[config.mk]
export PLATFORM = sky130hd
export DESIGN_NAME = ball_move
export DESIGN_NICKNAME = d
export VERILOG_FILES = /design/src/rtl/billiard_pkg.sv /design/src/rtl/ball_axis_step.sv /design/src/rtl/ball_move.sv
export SDC_FILE = /design/constraint.sdc
export NUM_CORES = 1
export LEC_CHECK = 0
export CORE_UTILIZATION = 60
export DETAILED_ROUTE_END_ITERATION = 6
export PLACE_DENSITY = 0.9
export SYNTH_ARGS = -nofsm -noshare
export SYNTH_HDL_FRONTEND = slang
export SYNTH_HIERARCHICAL = 1
export SYNTH_SLANG_ARGS = --single-unit
[constraint.sdc]
create_clock -name clk -period 6.78 [get_ports clk]
set_input_delay 1.356 -clock clk [delete_from_list [all_inputs] [get_ports clk]]
set_output_delay 1.356 -clock clk [all_outputs]
set_load 0.05 [all_outputs]
[src/rtl/billiard_pkg.sv]
// Shared fixed-point types, table geometry and helpers for the billiard ball logic.
// Positions are 11.6 unsigned fixed point; velocities are signed 1/64 px per frame.
package billiard_pkg;

  localparam int FP_SHIFT  = 6;
  localparam int BALL_SIZE = 32;
  localparam int NUM_AXES  = 2;

  // Cushion limits apply to the ball's top-left corner, so the far side backs off one ball size.
  localparam int TABLE_X_MIN = 32;
  localparam int TABLE_X_MAX = 608 - BALL_SIZE;
  localparam int TABLE_Y_MIN = 32;
  localparam int TABLE_Y_MAX = 448 - BALL_SIZE;

  typedef logic [16:0]        fp_pos_t;
  typedef logic signed [11:0] vel_t;

  typedef enum logic [1:0] {IDLE, MOVING, SUNK} ball_state_t;

  // -2048 has no positive twin; clamp it so a cushion bounce can always negate.
  function automatic vel_t sat_vel(input vel_t v);
    return (v == vel_t'(12'h800)) ? vel_t'(12'h801) : v;
  endfunction

  function automatic fp_pos_t to_fp(input int px);
    return fp_pos_t'(px << FP_SHIFT);
  endfunction

endpackage

[src/rtl/ball_axis_step.sv]
// One-frame motion step for a single axis: integrate, bounce off the cushions, then
// apply friction to whatever velocity results.
module ball_axis_step
  import billiard_pkg::*;
#(
  parameter int MIN      = 32,
  parameter int MAX      = 576,
  parameter int FRICTION = 1
) (
  input  fp_pos_t pos,
  input  vel_t    vel,
  output fp_pos_t pos_nxt,
  output vel_t    vel_nxt
);

  localparam logic signed [17:0] LO = 18'(MIN << FP_SHIFT);
  localparam logic signed [17:0] HI = 18'(MAX << FP_SHIFT);

  logic signed [17:0] sum;
  vel_t               v_b;
  logic [11:0]        mag;

  always_comb begin
    sum     = $signed({1'b0, pos}) + $signed({{6{vel[11]}}, vel});
    pos_nxt = fp_pos_t'(sum);
    v_b     = vel;
    if (sum < LO) begin
      pos_nxt = fp_pos_t'(LO);
      v_b     = vel_t'(-vel);
    end else if (sum > HI) begin
      pos_nxt = fp_pos_t'(HI);
      v_b     = vel_t'(-vel);
    end
    // Friction pulls toward zero and never overshoots past it.
    mag = v_b[11] ? 12'(-v_b) : 12'(v_b);
    if (mag <= 12'(FRICTION))
      vel_nxt = '0;
    else if (v_b[11])
      vel_nxt = v_b + vel_t'(FRICTION);
    else
      vel_nxt = v_b - vel_t'(FRICTION);
  end

endmodule

[src/rtl/ball_move.sv]
// Per-ball motion controller feeding ball_draw: holds fixed-point position/velocity,
// integrates once per frame while MOVING, and hides the ball once it is pocketed.
module ball_move
  import billiard_pkg::*;
#(
  parameter int INIT_X   = 100,
  parameter int INIT_Y   = 200,
  parameter int X_MIN    = TABLE_X_MIN,
  parameter int X_MAX    = TABLE_X_MAX,
  parameter int Y_MIN    = TABLE_Y_MIN,
  parameter int Y_MAX    = TABLE_Y_MAX,
  parameter int FRICTION = 1
) (
  input  logic               clk,
  input  logic               resetN,
  input  logic               startOfFrame,
  input  logic               hit,
  input  logic signed [11:0] hitVelX,
  input  logic signed [11:0] hitVelY,
  input  logic               inPocket,
  input  logic               respawn,
  output logic [10:0]        topLeftPosX,
  output logic [10:0]        topLeftPosY,
  output logic               ballShow,
  output logic               moving
);

  ball_state_t                 state;
  fp_pos_t [NUM_AXES-1:0]      pos_q, pos_nxt;
  vel_t    [NUM_AXES-1:0]      vel_q, vel_nxt, vel_hit;

  assign vel_hit[0] = sat_vel(hitVelX);
  assign vel_hit[1] = sat_vel(hitVelY);

  // Axis 0 is X, axis 1 is Y.
  for (genvar a = 0; a < NUM_AXES; a++) begin : g_axis
    ball_axis_step #(
      .MIN      (a == 0 ? X_MIN : Y_MIN),
      .MAX      (a == 0 ? X_MAX : Y_MAX),
      .FRICTION (FRICTION)
    ) u_step (
      .pos     (pos_q[a]),
      .vel     (vel_q[a]),
      .pos_nxt (pos_nxt[a]),
      .vel_nxt (vel_nxt[a])
    );
  end

  always_ff @(posedge clk) begin
    if (!resetN || respawn) begin
      state    <= IDLE;
      pos_q[0] <= to_fp(INIT_X);
      pos_q[1] <= to_fp(INIT_Y);
      vel_q    <= '0;
      ballShow <= 1'b1;
      moving   <= 1'b0;
    end else begin
      case (state)
        IDLE: begin
          // A zero-velocity strike leaves the ball at rest.
          if (hit && (hitVelX != '0 || hitVelY != '0)) begin
            vel_q  <= vel_hit;
            state  <= MOVING;
            moving <= 1'b1;
          end
        end
        MOVING: begin
          if (startOfFrame) begin
            if (inPocket) begin
              state    <= SUNK;
              vel_q    <= '0;
              ballShow <= 1'b0;
              moving   <= 1'b0;
            end else begin
              pos_q <= pos_nxt;
              vel_q <= vel_nxt;
              if (vel_nxt == '0) begin
                state  <= IDLE;
                moving <= 1'b0;
              end
            end
          end
        end
        SUNK: ;
        default: begin
          state  <= IDLE;
          moving <= 1'b0;
        end
      endcase
    end
  end

  assign topLeftPosX = pos_q[0][16:6];
  assign topLeftPosY = pos_q[1][16:6];

endmodule

==> impl_metrics.ini <==
[run_status]
status = finished clean

[synthesis]
ys_async_sr_fraction = 0
yosysMostFrequentCell = nand2_1
syn_inst = 1066
synth_top_area_frac = 0.154
synth_edf_count = 0
ys.warnings.count = 6
ys_ff_latch = 61
yosysSeqAreaShare = 0.154
synth_flop_cell = dfxtp_1
syn_area_um2 = 7910
synth_area_leaders = dfxtp_1 (15%), ha_1 (8.9%), nand2_1 (6.0%)
syn_area_per_cell_um2 = 7.42
yosys.area.top_type = dfxtp_1
synthTopCellsByCount = nand2_1 (126), nor2_1 (96), a21oi_1 (94)
synth_cell_types = 100

[run]
drv_cap = 0

[clocking]
cts_tree = built
cts.sinks = 61
numCtsBuffers = 9
clk_pin_slew_worst_paths_ns = 0.05
clock_latency_ns = 0.33
root_buffer = clkbuf_16
post_cts_buffers = 0
clockBufferDepth = 2
htreeDepth = 3

[floorplanning]
core_region_area_um2 = 12700
die_h_um = 117
fp.dieW_um = 117
rows = 41
io_pins = 54
dieArea_um2 = 13600
initial_core_util = 0.622

[hold_path]
whs_path_depth = 1
min_path_type = reg2reg
min_to = ballShow$_SDFFE_PP1P_
min-delay-start = ballShow$_SDFFE_PP1P_

[layout]
syn2layout_area_growth_pct = 9.63
diodes = 0
stdcell_count = 1238
nets = 1151
fillers = 1037
drive_gt1_frac = 0.112

[worst_setup_path]
crit_type = reg2reg
start_kind = flop
rr_endpoint = moving$_SDFFE_PP0P_
cp.required_ns = 6.96
critPathSlowestCell = dfxtp_1
cp.arrival_ns = 6.64
reg2regPathDepth = 28
r2r-start = vel_q[13]$_SDFFE_PP0P_
crit_path_end_kind = flop
r2r_slack_ns = 0.32
slowest_delay_ns = 0.50
critPathMaxFanout = 13

[power_and_ir_drop]
p_total_mw = 1.99
p_leak_nw = 3.41
max-vdd-ir-drop_mv = 0.137
power.density_nw_per_um2 = 229

[sta]
rsz0062_at_grt = false
period_share = 0.952
slew_headroom = 0.302
hold_viol = 0
tightest_slew_ns = 1.04
slew_viol_final = 0
skew_ns = 0.00624
tns_ns = 0
whs_ns = 0.459
min_period_ns = 6.46
setup_viol = 0
fmax_ghz = 0.155

[place]
gp_congestion = 1.05
dp.cells = 1222
io_buffer_count = 53
dp_hpwl_um = 16100

[route]
wl_per_cell_um = 17.7
vias = 8174
wirelength_um = 21900
vias_per_cell = 6.60
drt_iter0_drc = 1020
dr.pass1.iters = 5
drc = 0
drt.antenna.violating_nets = 0

[global_route]
grt_max_degree = 35
grt_pass1_vias = 7346
grt-ovfl-total = 0
grtUsageTotal = 0.329
grt_antenna_before_repair = 0
grt_pass1_wl_um = 35800
## timing repair
action,CTS,global route
hold buffers,0,0
resized for setup,0,8
endpoints found under the setup margin,0,2
## where the power goes
part	internal, mW	switching (mW)
combinational	0.433	0.635
clock	0.368	0.164
sequential	0.368	0.0177
## layer usage
| metal | up-vias | track usage | share of wire |
|---|---|---|---|
| met1 | 3816 | 0.436 | 0.43 |
| li1 | 3843 | - | - |
| met2 | 446 | 0.542 | 0.46 |
| met5 | - | 0 | 0 |
| met3 | 69 | 0.0525 | 0.087 |
| met4 | 0 | 0.115 | 0.028 |
## how the worst max path moves through the flow
stage | to | start | slack [ns]
floorplan | moving$_SDFFE_PP0P_ | vel_q[9]$_SDFFE_PP0P_ | 1.22
global placement | moving$_SDFFE_PP0P_ | vel_q[22]$_SDFFE_PP0P_ | 0.73
detailed placement | moving$_SDFFE_PP0P_ | vel_q[1]$_SDFFE_PP0P_ | 0.51
CTS | moving$_SDFFE_PP0P_ | vel_q[22]$_SDFFE_PP0P_ | 0.28
global route | moving$_SDFFE_PP0P_ | vel_q[13]$_SDFFE_PP0P_ | 0.03
finish | moving$_SDFFE_PP0P_ | vel_q[13]$_SDFFE_PP0P_ | 0.32
## kinds of logic after synthesis
kind of cell | after synthesis | synth area share
AO/OA/AOI/OAI | 323 | 0.312
flip-flops | 61 | 0.154
multiplexers | 8 | 0.0103
adder cells (fa/ha/maj) | 60 | 0.0987
buffers and inverters | 126 | 0.0822
XOR/XNOR | 69 | 0.0792
other | 2 | 0.000949
AND/OR/NAND/NOR | 417 | 0.263
## per-stage QoR
step	setup WS [ns]	instance area, µm²	util
3_5_place_dp	0.511	8290	0.652
2_1_floorplan	1.22	7920	-
3_3_place_gp	0.733	8290	0.652
4_1_cts	0.278	8630	0.679
5_1_grt	0.0266	8670	0.682
6_report	0.322	8670	0.682
## worst max-delay path, delay by kind of cell, from the launching register on
family	cells	cell delay [ns]
compound gates	14	2.31
simple gates	10	2.30
fa+ha+maj	2	0.81
flops	1	0.50
buf+inv	1	0.18
xor+xnor	1	0.18
## flip-flops by register name, indices dropped and copies added (netlist names)
signal	count
ballShow	1
moving	1
pos_q	12
state	1
topLeftPosX	11
topLeftPosY	11
vel_q	24
## cell usage in the layout, fill, tap and decap left out, types with 9 or more instances in the layout
master             n
nand2_1          126
nor2_1            95
a21oi_1           94
dfxtp_1           60
ha_1              56
clkdlybuf4s50_1   53
xnor2_1           39
inv_1             36
nor2b_1           30
o21ai_0           29
nor3_1            28
xor2_1            26
o22ai_1           25
nand3_1           24
a21oi_2           21
and2_1            20
a221oi_2          20
buf_4             18
nand2b_1          15
or3_1             14
nand4_1           12
a21o_1            11
o21bai_1          11
nor4_1            10
clkbuf_16          9
o211ai_1           9
o21a_1             9
## cell type report
type	instances	area, µm²	area share
clock buffer	12	246	0.0284
multi-input combinational	880	6090	0.702
sequential	61	1220	0.141
inverter	38	143	0.0164
clock inverter	4	95.1	0.0110
timing repair buffer	71	666	0.0767
tap	172	215	0.0248
(Power assumes the default switching activity.)
